===== config.mk =====
export PLATFORM = sky130hd
export DESIGN_NAME = output_collector
export DESIGN_NICKNAME = d
export VERILOG_FILES = /design/src/rtl/output_collector_pkg.sv /design/src/rtl/collector_fifo.sv /design/src/rtl/output_collector.sv
export SDC_FILE = /design/constraint.sdc
export NUM_CORES = 1
export LEC_CHECK = 0
export BUFFER_PORTS_ARGS = -buffer_cell sky130_fd_sc_hd__buf_2
export CORE_MARGIN = 8
export CORE_UTILIZATION = 57
export DETAILED_ROUTE_END_ITERATION = 12
export MAX_ROUTING_LAYER = met4
export PLACE_DENSITY = 0.89
export REMOVE_ABC_BUFFERS = 1
export SLEW_MARGIN = 20
export SYNTH_ARGS = -nofsm -noshare
export SYNTH_HDL_FRONTEND = slang
export SYNTH_HIERARCHICAL = 1
export SYNTH_SLANG_ARGS = --single-unit
export TNS_END_PERCENT = 5

===== constraint.sdc =====
create_clock -name clk -period 3.7 [get_ports clk]
set_input_delay 0.555 -clock clk [delete_from_list [all_inputs] [get_ports clk]]
set_output_delay 0.555 -clock clk [all_outputs]
set_load 0.05 [all_outputs]

===== src/rtl/output_collector_pkg.sv =====
// Shared types and address helper for the output collector.
package output_collector_pkg;

  typedef enum logic [1:0] {
    IDLE,
    COLLECT,
    DRAIN,
    DONE
  } state_t;

  // Channel-major linear address: (ch*H + y)*W + x.
  function automatic longint unsigned chw_addr(
    input longint unsigned x,
    input longint unsigned y,
    input longint unsigned ch,
    input longint unsigned w,
    input longint unsigned h
  );
    return (ch * h + y) * w + x;
  endfunction

endpackage


===== src/rtl/collector_fifo.sv =====
// Synchronous FIFO holding {address, data} entries; head is read straight from storage.
module collector_fifo #(
  parameter int unsigned WIDTH = 8,
  parameter int unsigned DEPTH = 4
) (
  input  logic             clk,
  input  logic             rst_n,
  input  logic             flush,
  input  logic             push,
  input  logic             pop,
  input  logic [WIDTH-1:0] din,
  output logic [WIDTH-1:0] dout,
  output logic             full,
  output logic             empty,
  output logic             last
);
  localparam int unsigned PTR_W = $clog2(DEPTH);
  localparam int unsigned CNT_W = PTR_W + 1;

  logic [WIDTH-1:0] mem [DEPTH];
  logic [PTR_W-1:0] wr_ptr;
  logic [PTR_W-1:0] rd_ptr;
  logic [CNT_W-1:0] used;

  always_ff @(posedge clk or negedge rst_n) begin
    if (!rst_n) begin
      mem    <= '{default: '0};
      wr_ptr <= '0;
      rd_ptr <= '0;
      used   <= '0;
    end else if (flush) begin
      wr_ptr <= '0;
      rd_ptr <= '0;
      used   <= '0;
    end else begin
      if (push) begin
        mem[wr_ptr] <= din;
        wr_ptr      <= wr_ptr + 1'b1;
      end
      if (pop) begin
        rd_ptr <= rd_ptr + 1'b1;
      end
      case ({push, pop})
        2'b10:   used <= used + 1'b1;
        2'b01:   used <= used - 1'b1;
        default: used <= used;
      endcase
    end
  end

  assign dout  = mem[rd_ptr];
  assign full  = (used == CNT_W'(DEPTH));
  assign empty = (used == '0);
  assign last  = (used == CNT_W'(1));

endmodule


===== src/rtl/output_collector.sv =====
// Collects accelerator output samples, buffers them and writes them to memory at CHW addresses.
// Optional macro OUTPUT_COLLECTOR_RELU_EN clamps negative samples to zero before buffering.
module output_collector
  import output_collector_pkg::*;
#(
  parameter int unsigned IO_DATA_WIDTH      = 16,
  parameter int unsigned FEATURE_MAP_WIDTH  = 1024,
  parameter int unsigned FEATURE_MAP_HEIGHT = 1024,
  parameter int unsigned OUTPUT_NB_CHANNELS = 64,
  parameter int unsigned FIFO_DEPTH         = 4,
  localparam int unsigned TOTAL  = FEATURE_MAP_WIDTH * FEATURE_MAP_HEIGHT * OUTPUT_NB_CHANNELS,
  localparam int unsigned ADDR_W = $clog2(TOTAL)
) (
  input  logic                                  clk,
  input  logic                                  arst_n_in,
  input  logic                                  start,
  input  logic [IO_DATA_WIDTH-1:0]              out_data,
  input  logic                                  output_valid,
  input  logic [$clog2(FEATURE_MAP_WIDTH)-1:0]  output_x,
  input  logic [$clog2(FEATURE_MAP_HEIGHT)-1:0] output_y,
  input  logic [$clog2(OUTPUT_NB_CHANNELS)-1:0] output_ch,
  output logic                                  mem_write_en,
  output logic [ADDR_W-1:0]                     mem_write_addr,
  output logic [IO_DATA_WIDTH-1:0]              mem_din,
  input  logic                                  mem_write_ready,
  output logic [ADDR_W:0]                       count,
  output logic                                  done,
  output logic                                  overflow,
  output logic                                  coord_err
);
  localparam int unsigned ENTRY_W = ADDR_W + IO_DATA_WIDTH;

  state_t                   state, state_next;
  logic                     in_range;
  logic [IO_DATA_WIDTH-1:0] data_in;
  logic [ADDR_W-1:0]        addr_in;
  logic                     push, pop, full, empty, last;
  logic [ENTRY_W-1:0]       head;

  assign in_range = (32'(output_x)  < FEATURE_MAP_WIDTH)  &&
                    (32'(output_y)  < FEATURE_MAP_HEIGHT) &&
                    (32'(output_ch) < OUTPUT_NB_CHANNELS);

  assign addr_in = ADDR_W'(chw_addr(64'(output_x), 64'(output_y), 64'(output_ch),
                                    64'(FEATURE_MAP_WIDTH), 64'(FEATURE_MAP_HEIGHT)));

`ifdef OUTPUT_COLLECTOR_RELU_EN
  assign data_in = out_data[IO_DATA_WIDTH-1] ? '0 : out_data;
`else
  assign data_in = out_data;
`endif

  assign pop  = !empty && mem_write_ready;
  // A full FIFO still accepts when its head leaves in the same cycle; start wins over everything.
  assign push = !start && (state == COLLECT) && output_valid && in_range && (!full || pop);

  collector_fifo #(
    .WIDTH (ENTRY_W),
    .DEPTH (FIFO_DEPTH)
  ) u_fifo (
    .clk   (clk),
    .rst_n (arst_n_in),
    .flush (start),
    .push  (push),
    .pop   (pop),
    .din   ({addr_in, data_in}),
    .dout  (head),
    .full  (full),
    .empty (empty),
    .last  (last)
  );

  assign mem_write_en   = !empty;
  assign mem_write_addr = head[ENTRY_W-1:IO_DATA_WIDTH];
  assign mem_din        = head[IO_DATA_WIDTH-1:0];
  assign done           = (state == DONE);

  always_ff @(posedge clk or negedge arst_n_in) begin
    if (!arst_n_in) begin
      state <= IDLE;
    end else begin
      state <= state_next;
    end
  end

  always_comb begin
    state_next = state;
    if (start) begin
      state_next = COLLECT;
    end else begin
      case (state)
        COLLECT: if (push && count == (ADDR_W+1)'(TOTAL - 1)) state_next = DRAIN;
        // Leave as soon as the final entry pops so done shows the following cycle.
        DRAIN:   if (empty || (last && pop)) state_next = DONE;
        default: state_next = state;
      endcase
    end
  end

  always_ff @(posedge clk or negedge arst_n_in) begin
    if (!arst_n_in) begin
      count     <= '0;
      overflow  <= 1'b0;
      coord_err <= 1'b0;
    end else if (start) begin
      count     <= '0;
      overflow  <= 1'b0;
      coord_err <= 1'b0;
    end else begin
      if (push && count != (ADDR_W+1)'(TOTAL)) begin
        count <= count + 1'b1;
      end
      if (output_valid && ((state == DRAIN) ||
                           ((state == COLLECT) && in_range && full && !pop))) begin
        overflow <= 1'b1;
      end
      if (output_valid && (state == COLLECT) && !in_range) begin
        coord_err <= 1'b1;
      end
    end
  end

endmodule


-- Word level (Yosys, flattened, before mapping)
Cells that the tools add are included.
- output and inout port bits: 73
- register bits: 205
- input port bits: 47
- word-level logic and storage cells: 81
- order comparisons: 3
- $add $sub $neg: 7
- equal/unequal tests: 11
- muxes and demuxes: 20
- bitwise logic cells: 3
- reduce and logical (&&, ||, !) cells: 27
- operators by type and width (cell ; number):
    $bwmux 168 ; 1
    $mux 42 ; 3
    $bmux 42 s2 ; 1
    $demux 42 s2 ; 1
    $mux 27 ; 2
    $add 27x1->27 const B ; 1
    $eq 27x26->1 const B ; 1
    $ne 27x27->1 const B ; 1
    $add 26x10->26 ; 1
    $add 16x10->16 ; 1
    $mux 2 ; 7
    $logic_and 1x1->1 ; 11
    $reduce_bool 2->1 ; 4
    $eq 2x2->1 const B ; 3
    $ge 3x3->1 const B ; 2
    $ne 3x3->1 const B ; 2
    $not 2->3 ; 2
    $pmux 3 s2 ; 1
    $reduce_bool 3->1 ; 2
    $add 2x1->2 const B ; 2
    $eq 2x1->1 const B ; 2
    $logic_not 1->1 ; 4
    $pmux 2 s2 ; 1
    $add 3x1->3 const B ; 1
    11 further kinds ; 14

-- Longest topological paths before layout
- word-level depth: 9
- mapped depth: 13
- gate-level depth less buffers: 9

-- Modules after synthesis
The synthesis kept the hierarchy.
- by module, submodules not included (module ; area an instance (um^2) ; cells an instance ; instances ; seq. area each (um^2)):
    collector_fifo ; 7881.3 ; 458 ; 1 ; 4379.2
    output_collector ; 1760.4 ; 183 ; 1 ; 750.7

-- Least setup slack after synthesis
OpenSTA, ideal clock, no wires.
- path kind: register -> register
- start point: register u_fifo.used[0]
- end point: register u_fifo/mem[128] (netlist bit)
- cell stages (with the launch flop): 14
- period minus slack after synthesis: 2.664 ns
- setup slack: 1.036 ns
- data required time: 3.575 ns
- buffers on the path: 4
- setup time: 0.125 ns
- data arrival time: 2.539 ns
- cells stage by stage: dfrtp_1 inv_1 ha_1 nor2b_1 nand2b_4 a2111o_1 buf_6 inv_1 buf_6 nor2b_4 buf_6 nand2_4 buf_6 mux2_4
- word-level cells in the longest chain between the ends: 6
- elaborated cells on any way between the ends: 8
- those cells by class: eq/ne (1); reduce/logical (7)
- RTL lines (element ; RTL line ; RTL):
    start: declaration ; collector_fifo.sv:23 ; logic [CNT_W-1:0] used;
    start signal: assignment ; collector_fifo.sv:44 ; 2'b10: used <= used + 1'b1;
    start signal: assignment ; collector_fifo.sv:45 ; 2'b01: used <= used - 1'b1;
    start signal: assignment ; collector_fifo.sv:46 ; default: used <= used;
    $logic_not 3->1 ; collector_fifo.sv:53 ; assign empty = (used == '0);
    via empty ; output_collector.sv:37 ; logic push, pop, full, empty, last;
    $logic_not 1->1 ; output_collector.sv:53 ; assign pop = !empty && mem_write_ready;
    $logic_and 1x1->1 ; output_collector.sv:53 ;
    $logic_or 1x1->1 ; output_collector.sv:55 ; assign push = !start && (state == COLLECT) && output_valid && in_range && (!full || pop);
    $logic_and 1x1->1 ; output_collector.sv:55 ;
    via push ; output_collector.sv:37 ;
    $reduce_and 2->1 (no line) ; n/a ;
    end signal: indexed assignment ; collector_fifo.sv:37 ; mem[wr_ptr] <= din;
    end: declaration ; collector_fifo.sv:20 ; logic [WIDTH-1:0] mem [DEPTH];
The timed path passes the listed nets, and every way through them passes these cells.
A chain may end at the register's enable or synchronous reset.

-- Worst setup path in the final report
- start point: register u_fifo.used[0]
- end point: register u_fifo/mem[111] (netlist bit)
Same word-level chain as after synthesis.

==> results.toml <==
[sta]
report.final.hold_viol_count = 0
timing.final.max_slew_violations = 0
clock-skew-final_ns = 0.01487
fin_crit_period_ns = 3.130
fin_setup_tns_ns = 0
slew_headroom_pct = 39.81
timing.final.ws_setup_ns = 0.5701
clock.fmax_ghz = 0.3195
rsz0062_at_grt = "no"
finalCritPeriodShare_pct = 84.59
max_slew.worst_pin.slew_ns = 0.9029
setup_violations = 0

[floorplanning]
ioPinCount = 120
fp.dieH_um = 146.1
die-area_um2 = 21330
initial_standard_cell_utilization_of_the_core_pct = 58.14
core_area_um2 = 16580
row_count = 47
die_x_um = 146.1

[final_layout]
finish.instance_area_um2 = 10960
fin_nets = 808
layout.core_utilization_pct = 66.11
final_layout_size_suffix_gt1_share_pct = 51.50
most_frequent_standard_cell_in_the_layout_excluding_fill_and_tap_cells = "sky130_fd_sc_hd__dfrtp_1"
area.growth.synth_to_final_pct = 13.70
layout.cells.most_common_list = "sky130_fd_sc_hd__dfrtp_1, sky130_fd_sc_hd__mux2_2, sky130_fd_sc_hd__buf_2"

[detailed_routing]
detail_route.wl_per_cell_um = 21.34
first_iter_violations = 333
drtAntennaViolNets = 0
detailedRoute.firstPassIterationCount = 4
post_drt_via_cell_ratio = 5.872
route.detailed.drc = 0
routed_wirelength_um = 21060
via_count = 5796

[clock_network]
clock_tree.root_cell = "sky130_fd_sc_hd__clkbuf_16"
cts-resized-gates = 0
tritoncts = "built"
clkSinkCount = 205
clock_transition_at_the_registers_of_the_reported_paths_ns = 0.06
cts.path.max_buffers = 3
setup_fix_buffers_added_after_clock_tree_synthesis = 0
cts-htree-levels = 1
cts_hold_buf = 0
clock_latency_ns = 0.50
numCtsBuffers = 22

[job]
cap_viol_max_count = 0

[setup_path]
timing_worst_setup_path_type = "reg2reg"
critPathArrivalTime_ns = 3.51
critPathLaunchType = "register"
critPathCaptureType = "register"
critPathRequiredTime_ns = 4.08
maximum_fanout_count_along_the_critical_path = 42

[yosys]
synth_seq_area_share_pct = 53.21
synthDistinctLibCells = 51
postSynthRegisterBits = 205
post_synth.cell_area_avg_um2 = 15.04
synth_async_sr_flop_share_pct = 100.0
yosysWarningCount = 6
synth_area_um2 = 9642
syn-instance-count = 641
synth_ff_type = "sky130_fd_sc_hd__dfrtp_1"
edff_count_synth = 0

[status]
status = "finished, final reports clean"

[placement]
dp.final_hpwl_um = 13640
numPortBuffers = 118
globalplace.congestion = 0.9085
dp_worst_setup_slack_ns = 0.5954
placement.cell_area_um2 = 10250

[global_route]
via_count_of_the_first_global_routing_pass = 6543
grt_max_degree = 100
grtUsageTotal_pct = 20.40
overflow = 0
antenna_found_initial = 2
grt_pass1_wl_um = 34830

[pwr]
pwr_dens_nw_per_um2 = 788.3
leakage_dissipation_nw = 5.233
max-vdd-ir-drop_v = 0.0004724

[hold_path]
min_path_type = "in2async"
## cell families (layout without fill, tap and decap cells)
logic type,count (synthesis),count (layout),synth area share (%)
adders and majority gates,10,10,1.298
muxes,214,214,30.46
AOI/OAI and AO/OA,21,21,1.635
DFF,205,205,53.21
xor gates and xnor gates,26,26,2.362
other,1,3,0.03889
and+or+nand+nor,114,114,7.124
buffers and inverters,50,174,3.880
## worst max-delay path, stage by stage (launching register included)
cell	delay [ns]
sky130_fd_sc_hd__dfrtp_1	0.38
sky130_fd_sc_hd__inv_1	0.09
sky130_fd_sc_hd__ha_1	0.23
sky130_fd_sc_hd__nor2b_1	0.16
sky130_fd_sc_hd__nand2b_4	0.17
sky130_fd_sc_hd__a2111o_1	0.43
sky130_fd_sc_hd__inv_1	0.26
sky130_fd_sc_hd__nor2b_4	0.36
sky130_fd_sc_hd__nand2_4	0.41
sky130_fd_sc_hd__mux2_2	0.45
## worst paths after layout
path,from,endpoint,slack [ns],cells after the start
worst max-delay path,u_fifo/used[0]$_DFFE_PN0P_,u_fifo/mem[111]$_DFFE_PN0P_,0.57,9
worst min-delay path,arst_n_in,count[17]$_DFFE_PN0P_,0.12,1
worst max register to register,u_fifo/used[0]$_DFFE_PN0P_,u_fifo/mem[111]$_DFFE_PN0P_,0.57,9
worst min register to register,u_fifo/mem[35]$_DFFE_PN0P_,u_fifo/mem[35]$_DFFE_PN0P_,0.50,1
max in group asynchronous,arst_n_in,u_fifo/mem[81]$_DFFE_PN0P_,2.64,2
min in group clk,output_x[8],u_fifo/mem[24]$_DFFE_PN0P_,0.32,2
## synth_stat cells (6+ instances only)
cell / n / area [um^2]
sky130_fd_sc_hd__nor4_1: 9 / 56.30
sky130_fd_sc_hd__nor2_1: 35 / 131.4
sky130_fd_sc_hd__a21oi_1: 7 / 35.03
sky130_fd_sc_hd__buf_2: 6 / 30.03
sky130_fd_sc_hd__nand2_1: 8 / 30.03
sky130_fd_sc_hd__mux2_2: 155 / 1745
sky130_fd_sc_hd__xnor2_1: 20 / 175.2
sky130_fd_sc_hd__mux2_4: 15 / 225.2
sky130_fd_sc_hd__inv_1: 12 / 45.04
sky130_fd_sc_hd__nand4_1: 9 / 56.30
sky130_fd_sc_hd__mux4_2: 42 / 945.9
sky130_fd_sc_hd__dfrtp_1: 205 / 5130
sky130_fd_sc_hd__xor2_1: 6 / 52.55
sky130_fd_sc_hd__nand3_1: 12 / 60.06
sky130_fd_sc_hd__ha_1: 10 / 125.1
sky130_fd_sc_hd__buf_6: 20 / 225.2
## cell type report
class                   instances  area [um^2]
repair buffers                124        656.9
fillers                      1163         5620
inverters                      12        45.04
clock inverters                 7        42.54
flip-flops and latches        205         5135
well taps                     220        275.3
multi-input cells             386         4138
diodes                          2        5.005
clock buffers                  31        665.6
## per-stage QoR
| step | hold WS [ns] | total power [W] | cells |
|---|---|---|---|
| after floorplan | 0.2594 | 0.005799 | 603 |
| after global placement | 0.4769 | 0.006418 | 947 |
| after detailed placement | 0.4878 | 0.006578 | 947 |
| after CTS | 0.1696 | 0.008739 | 985 |
| after global routing | 0.1966 | 0.009029 | 987 |
| final | 0.1214 | 0.008642 | 987 |
## power by group
group	leakage (nW)	internal (W)	switching (W)	total (W)
Clock	0.357	0.00125	0.000874	0.00213
Combinational	2.18	0.00130	0.00195	0.00325
Sequential	2.69	0.00280	0.000461	0.00326
## routing by layer
metal | wire length, um | track usage [%] | part of all wire (%)
met1 | 8498 | 23.94 | 40
met2 | 10940 | 35.02 | 52
met3 | 1216 | 5.006 | 5.8
met4 | 405 | 4.637 | 1.9
met5 | 0 | - | 0
## registers in the layout, indices dropped and copies added (netlist names)
signal         flops
state              2
u_fifo/wr_ptr      2
overflow           1
count             27
u_fifo/used        3
u_fifo/mem       168
u_fifo/rd_ptr      2
Note: power is estimated with default switching activity, not from simulation.
